File: src/rtl/mycpu_pipe_ctrl.sv
// Pipeline control for the MIPS core: shadow valid/dest tracking, load-use interlock, forwarding, freezes, flushes.
// Build option: define MYCPU_PIPE_FWD_EN for operand forwarding; without it every RAW hazard interlocks.
module mycpu_pipe_ctrl #(
  parameter int NSTAGE   = 5,
  parameter int LOAD_RDY = NSTAGE - 1,
  parameter int REG_AW   = 5,
  parameter int SW       = $clog2(NSTAGE + 1)
) (
  input  logic              clk,
  input  logic              resetn,
  input  logic              d_valid,
  input  logic [REG_AW-1:0] d_rs,
  input  logic [REG_AW-1:0] d_rt,
  input  logic              d_use_rs,
  input  logic              d_use_rt,
  input  logic [REG_AW-1:0] d_rd,
  input  logic              d_regwrite,
  input  logic              d_load,
  input  logic              i_wait,
  input  logic              d_wait,
  input  logic              redirect,
  output logic              en_f,
  output logic              en_d,
  output logic              bubble_e,
  output logic              en_back,
  output logic [SW-1:0]     fwd_rs_e,
  output logic [SW-1:0]     fwd_rt_e,
  output logic [NSTAGE-1:0] stage_valid,
  output logic              ld_stall
);

  typedef struct packed {
    logic              valid;
    logic [REG_AW-1:0] rd;
    logic              regwrite;
    logic              load;
    logic [REG_AW-1:0] rs;
    logic [REG_AW-1:0] rt;
    logic              useRs;
    logic              useRt;
  } entry_t;

  if (NSTAGE < 5 || NSTAGE > 8 || LOAD_RDY < 3 || LOAD_RDY > NSTAGE - 1) begin : gBadParams
    $error("mycpu_pipe_ctrl: NSTAGE must be 5..8 and LOAD_RDY 3..NSTAGE-1");
  end

  // shadow[NSTAGE] is the retired slot: the instruction that left W last cycle
  entry_t shadow [2:NSTAGE];
  entry_t eNext;
  logic   hazard;

  function automatic logic writesReg(entry_t e, logic [REG_AW-1:0] r);
    return e.valid && e.regwrite && (e.rd == r) && (r != '0);
  endfunction

  always_comb begin
    logic inWindow;
    logic srcHit;
    hazard   = 1'b0;
    inWindow = 1'b0;
    srcHit   = 1'b0;
    for (int s = 2; s <= NSTAGE; s++) begin
`ifdef MYCPU_PIPE_FWD_EN
      inWindow = shadow[s].load && (s + 1 < LOAD_RDY);
`else
      // once a producer has retired its regfile write is visible, so only 2..W block
      inWindow = (s < NSTAGE);
`endif
      srcHit = (d_use_rs && writesReg(shadow[s], d_rs)) ||
               (d_use_rt && writesReg(shadow[s], d_rt));
      if (inWindow && srcHit) hazard = 1'b1;
    end
  end

  assign ld_stall = !resetn && d_valid && hazard;

  // d_wait freezes everything; redirect flushes D and E even over an interlock
  always_comb begin
    en_f     = 1'b0;
    en_d     = 1'b0;
    bubble_e = 1'b1;
    en_back  = 1'b0;
    if (!resetn) begin
      if (d_wait) begin
        bubble_e = 1'b0;
      end else if (redirect) begin
        en_f    = 1'b1;
        en_d    = 1'b1;
        en_back = 1'b1;
      end else if (ld_stall || i_wait) begin
        en_back = 1'b1;
      end else begin
        en_f     = 1'b1;
        en_d     = 1'b1;
        bubble_e = 1'b0;
        en_back  = 1'b1;
      end
    end
  end

  always_comb begin
    eNext = '0;
    if (!bubble_e) begin
      eNext.valid    = d_valid;
      eNext.rd       = d_rd;
      eNext.regwrite = d_regwrite;
      eNext.load     = d_load;
      eNext.rs       = d_rs;
      eNext.rt       = d_rt;
      eNext.useRs    = d_use_rs;
      eNext.useRt    = d_use_rt;
    end
  end

  always_ff @(posedge clk) begin
    if (resetn) begin
      for (int s = 2; s <= NSTAGE; s++) shadow[s] <= '0;
    end else if (en_back) begin
      shadow[2] <= eNext;
      for (int s = 3; s <= NSTAGE; s++) shadow[s] <= shadow[s-1];
    end
  end

`ifdef MYCPU_PIPE_FWD_EN
  // scan oldest to youngest so the youngest matching producer wins
  always_comb begin
    fwd_rs_e = '0;
    fwd_rt_e = '0;
    if (!resetn && shadow[2].valid) begin
      for (int s = NSTAGE; s >= 3; s--) begin
        if (shadow[2].useRs && writesReg(shadow[s], shadow[2].rs)) fwd_rs_e = SW'(s);
        if (shadow[2].useRt && writesReg(shadow[s], shadow[2].rt)) fwd_rt_e = SW'(s);
      end
    end
  end
`else
  assign fwd_rs_e = '0;
  assign fwd_rt_e = '0;
`endif

  always_comb begin
    stage_valid    = '0;
    stage_valid[0] = !i_wait;
    stage_valid[1] = d_valid;
    for (int s = 2; s < NSTAGE; s++) stage_valid[s] = !resetn && shadow[s].valid;
  end

endmodule

File: config.mk
export PLATFORM = sky130hd
export DESIGN_NAME = mycpu_pipe_ctrl
export DESIGN_NICKNAME = d
export VERILOG_FILES = /design/src/rtl/mycpu_pipe_ctrl.sv
export SDC_FILE = /design/constraint.sdc
export NUM_CORES = 1
export LEC_CHECK = 0
export ABC_AREA = 1
export ABC_CLOCK_PERIOD_IN_PS = 1700
export CORE_MARGIN = 1
export CORE_UTILIZATION = 43
export CTS_CLUSTER_SIZE = 14
export DETAILED_ROUTE_END_ITERATION = 12
export GPL_ROUTABILITY_DRIVEN = 0
export GPL_TIMING_DRIVEN = 0
export HOLD_SLACK_MARGIN = 0.06
export PLACE_DENSITY_LB_ADDON = 0.25
export SLEW_MARGIN = 20
export SYNTH_ARGS = -nofsm -noshare
export SYNTH_HDL_FRONTEND = slang
export SYNTH_SLANG_ARGS = --single-unit
File: constraint.sdc
create_clock -name clk -period 1.7 [get_ports clk]
set_input_delay 0.425 -clock clk [delete_from_list [all_inputs] [get_ports clk]]
set_output_delay 0.425 -clock clk [all_outputs]
set_load 0.1 [all_outputs]
==> flow_summary.json <==
{
  "final_hold_viol_count": 0,
  "drt_iter0_markers": 52,
  "viasPerCell": 4.610,
  "fmax_mhz": 412.2,
  "drv_slew": 0,
  "drt-pass1-iter-count": 4,
  "fin_area_um2": 2120,
  "grt.overflow.total": 0,
  "ys_types": 17,
  "track_usage_pct": 20.54,
  "cp_max_fo": 4,
  "fin_skew_ns": 0.001670,
  "dr_total_vias": 1406,
  "top_register": "shadow",
  "startpoint_type": "primary input",
  "dp_hpwl_um": 2503,
  "grt_pass1_vias": 1287,
  "cp-end-kind": "output pin",
  "antenna_found_initial": 0,
  "clk_pin_slew_ns": 0.12,
  "leakagePower_nw": 1.012,
  "total_power_mw": 1.305,
  "clk_latency_ns": 0.30,
  "largest_reg_flops": 21,
  "grt_pass1_wl_um": 5506,
  "cp_slowest_cell": "clkdlybuf4s50_1",
  "netlist_instances": 214,
  "cpLargestDelayFamily": "buffers and inverters",
  "violations": "setup timing",
  "num_antenna_cells": 0,
  "routedWlPerCell_um": 10.78,
  "drive_gt1_share_pct": 26.44,
  "std_cell_rows": 20,
  "fin_nets": 287,
  "numPortBuffers": 33,
  "crit_arrival_ns": 2.00,
  "initial_core_util_pct": 47.02,
  "clock-sinks": 21,
  "dieArea_um2": 3687,
  "power_density_nw_per_um2": 615.9,
  "syn_to_final_growth_pct": 42.95,
  "cts_root_buffer": "clkbuf_4",
  "ys_seq_area_share_pct": 42.53,
  "core_area_um2": 3153,
  "worstPathRequired_ns": 1.27,
  "grt_max_degree": 23,
  "worstPathCellList": "clkdlybuf4s50_1 -> nand2_1 -> nor2_1 -> nand2_1 -> nand2_1 -> nand2_1 -> nand3_2 -> nand2_4 -> a21oi_4 -> nor2_4 -> buf_12 -> buf_12",
  "drc": 0,
  "layout_setup_ws_ns": -0.7260,
  "status": "finished, violations left",
  "critPathKind": "primary input to output pin",
  "cap_violations": 0,
  "cts-buffers-inserted": 3,
  "die_h_um": 60.72,
  "top_regs": "shadow (21)",
  "htreeDepth": 1,
  "fin_util_pct": 67.22,
  "hp-class": "flop to flop",
  "rsz0062_at_grt": "true",
  "yosysWarningCount": 0,
  "crit_buf_inv": 3,
  "mostFrequentLayoutCells": "nand2_1 (47), nor2_1 (33), inv_1 (32)",
  "ios": 41,
  "netlist_area_um2": 1483,
  "routed_wl_um": 3289,
  "ys_ff_latch": 21,
  "ir_drop_mv": 0.4462,
  "placed_area_um2": 1966,
  "setup-violations-final": 5,
  "clk_path_buf_depth": 2,
  "fin_crit_sh_pct": 142.7,
  "fp.dieW_um": 60.72,
  "synth.avg_cell_area_um2": 6.928,
  "cts_tree": "done",
  "min_period_ns": 2.426,
  "cp_common_cell": "nand2_1",
  "cp_slowest_stage_delay_ns": 0.49,
  "layout_commonest_cell": "nand2_1",
  "postRouteAntennaNets": 0
}
per-stage QoR:
stage / setup TNS (ns) / hold slack, ns / setup slack (ns) / std cells
2_1_floorplan: -1.886 / 0.5446 / -0.6776 / 219
3_3_place_gp: -27.64 / 0.5581 / -2.039 / 296
3_5_place_dp: -28.34 / 0.5614 / -2.067 / 296
4_1_cts: -2.788 / 0.5903 / -0.7223 / 304
5_1_grt: -3.449 / 0.6269 / -0.8429 / 305
6_report: -2.791 / 0.5888 / -0.7260 / 305
power by group:
| group | internal, mW | switching (mW) | total, mW | leakage, nW |
|---|---|---|---|---|
| Combinational | 0.147 | 0.290 | 0.437 | 0.765 |
| Clock | 0.0915 | 0.152 | 0.243 | 0.0150 |
| Sequential | 0.602 | 0.0230 | 0.625 | 0.232 |
final timing paths:
check / start / to / slack (ns) / depth (start not counted)
max: d_use_rs / en_f / -0.73 / 12
max reg2reg: shadow[3][16]$_SDFFCE_PN0P_ / shadow[2][18]$_SDFFCE_PP0P_ / 0.08 / 12
min: shadow[2][13]$_SDFFCE_PP0P_ / shadow[3][13]$_SDFFCE_PN0P_ / 0.59 / 2
min reg2reg: shadow[2][13]$_SDFFCE_PP0P_ / shadow[3][13]$_SDFFCE_PN0P_ / 0.59 / 2
kinds of logic after synthesis:
logic type	share of synthesized area, %
flip-flops	42.53
XOR/XNOR	4.135
AND/OR/NAND/NOR	32.32
AO/OA/AOI/OAI	5.063
other	0.2529
buffers and inverters	15.70
worst min-delay path: stages, from the launching register on:
cell,delay (ns)
edfxtp_1,0.36
inv_1,0.04
nor2_1,0.08
Yosys cell counts (all sizes together):
| cell | n | share of area [%] |
|---|---|---|
| nor3 | 1 | 0.34 |
| nand4 | 1 | 1.4 |
| a21oi | 2 | 0.68 |
| o21ai | 13 | 4.4 |
| or2 | 1 | 0.42 |
| nor2 | 48 | 12 |
| nand3 | 14 | 4.7 |
| inv | 45 | 11 |
| conb | 1 | 0.25 |
| buf | 8 | 4.1 |
| clkbuf | 1 | 0.25 |
| edfxtp | 21 | 43 |
| nand2 | 51 | 13 |
| xor2 | 6 | 3.5 |
| xnor2 | 1 | 0.59 |
layer usage:
metal	routed length [µm]	vias up	track usage, %
li1	-	737	-
met1	1426	611	27.53
met2	1582	51	33.44
met3	242	7	3.625
met4	38	0	7.468
met5	0	-	0
cell type report:
class	count	area, µm²
buffer	9	76.32
clock buffer	4	26.28
fill	298	1033
inverter	45	201.4
multi-input combinational	144	724.4
sequential	21	630.6
tap	44	55.05
timing repair buffer	38	405.4
what timing repair did:
item                       in CTS  in global routing
hold endpoints to repair        0                  0
buffers inserted                4                  1
resized for setup             112                 16
hold buffers                    0                  0
setup endpoints to repair      27                 12
pin swaps                       8                  2
Note: power is estimated with default switching activity, not from simulation.
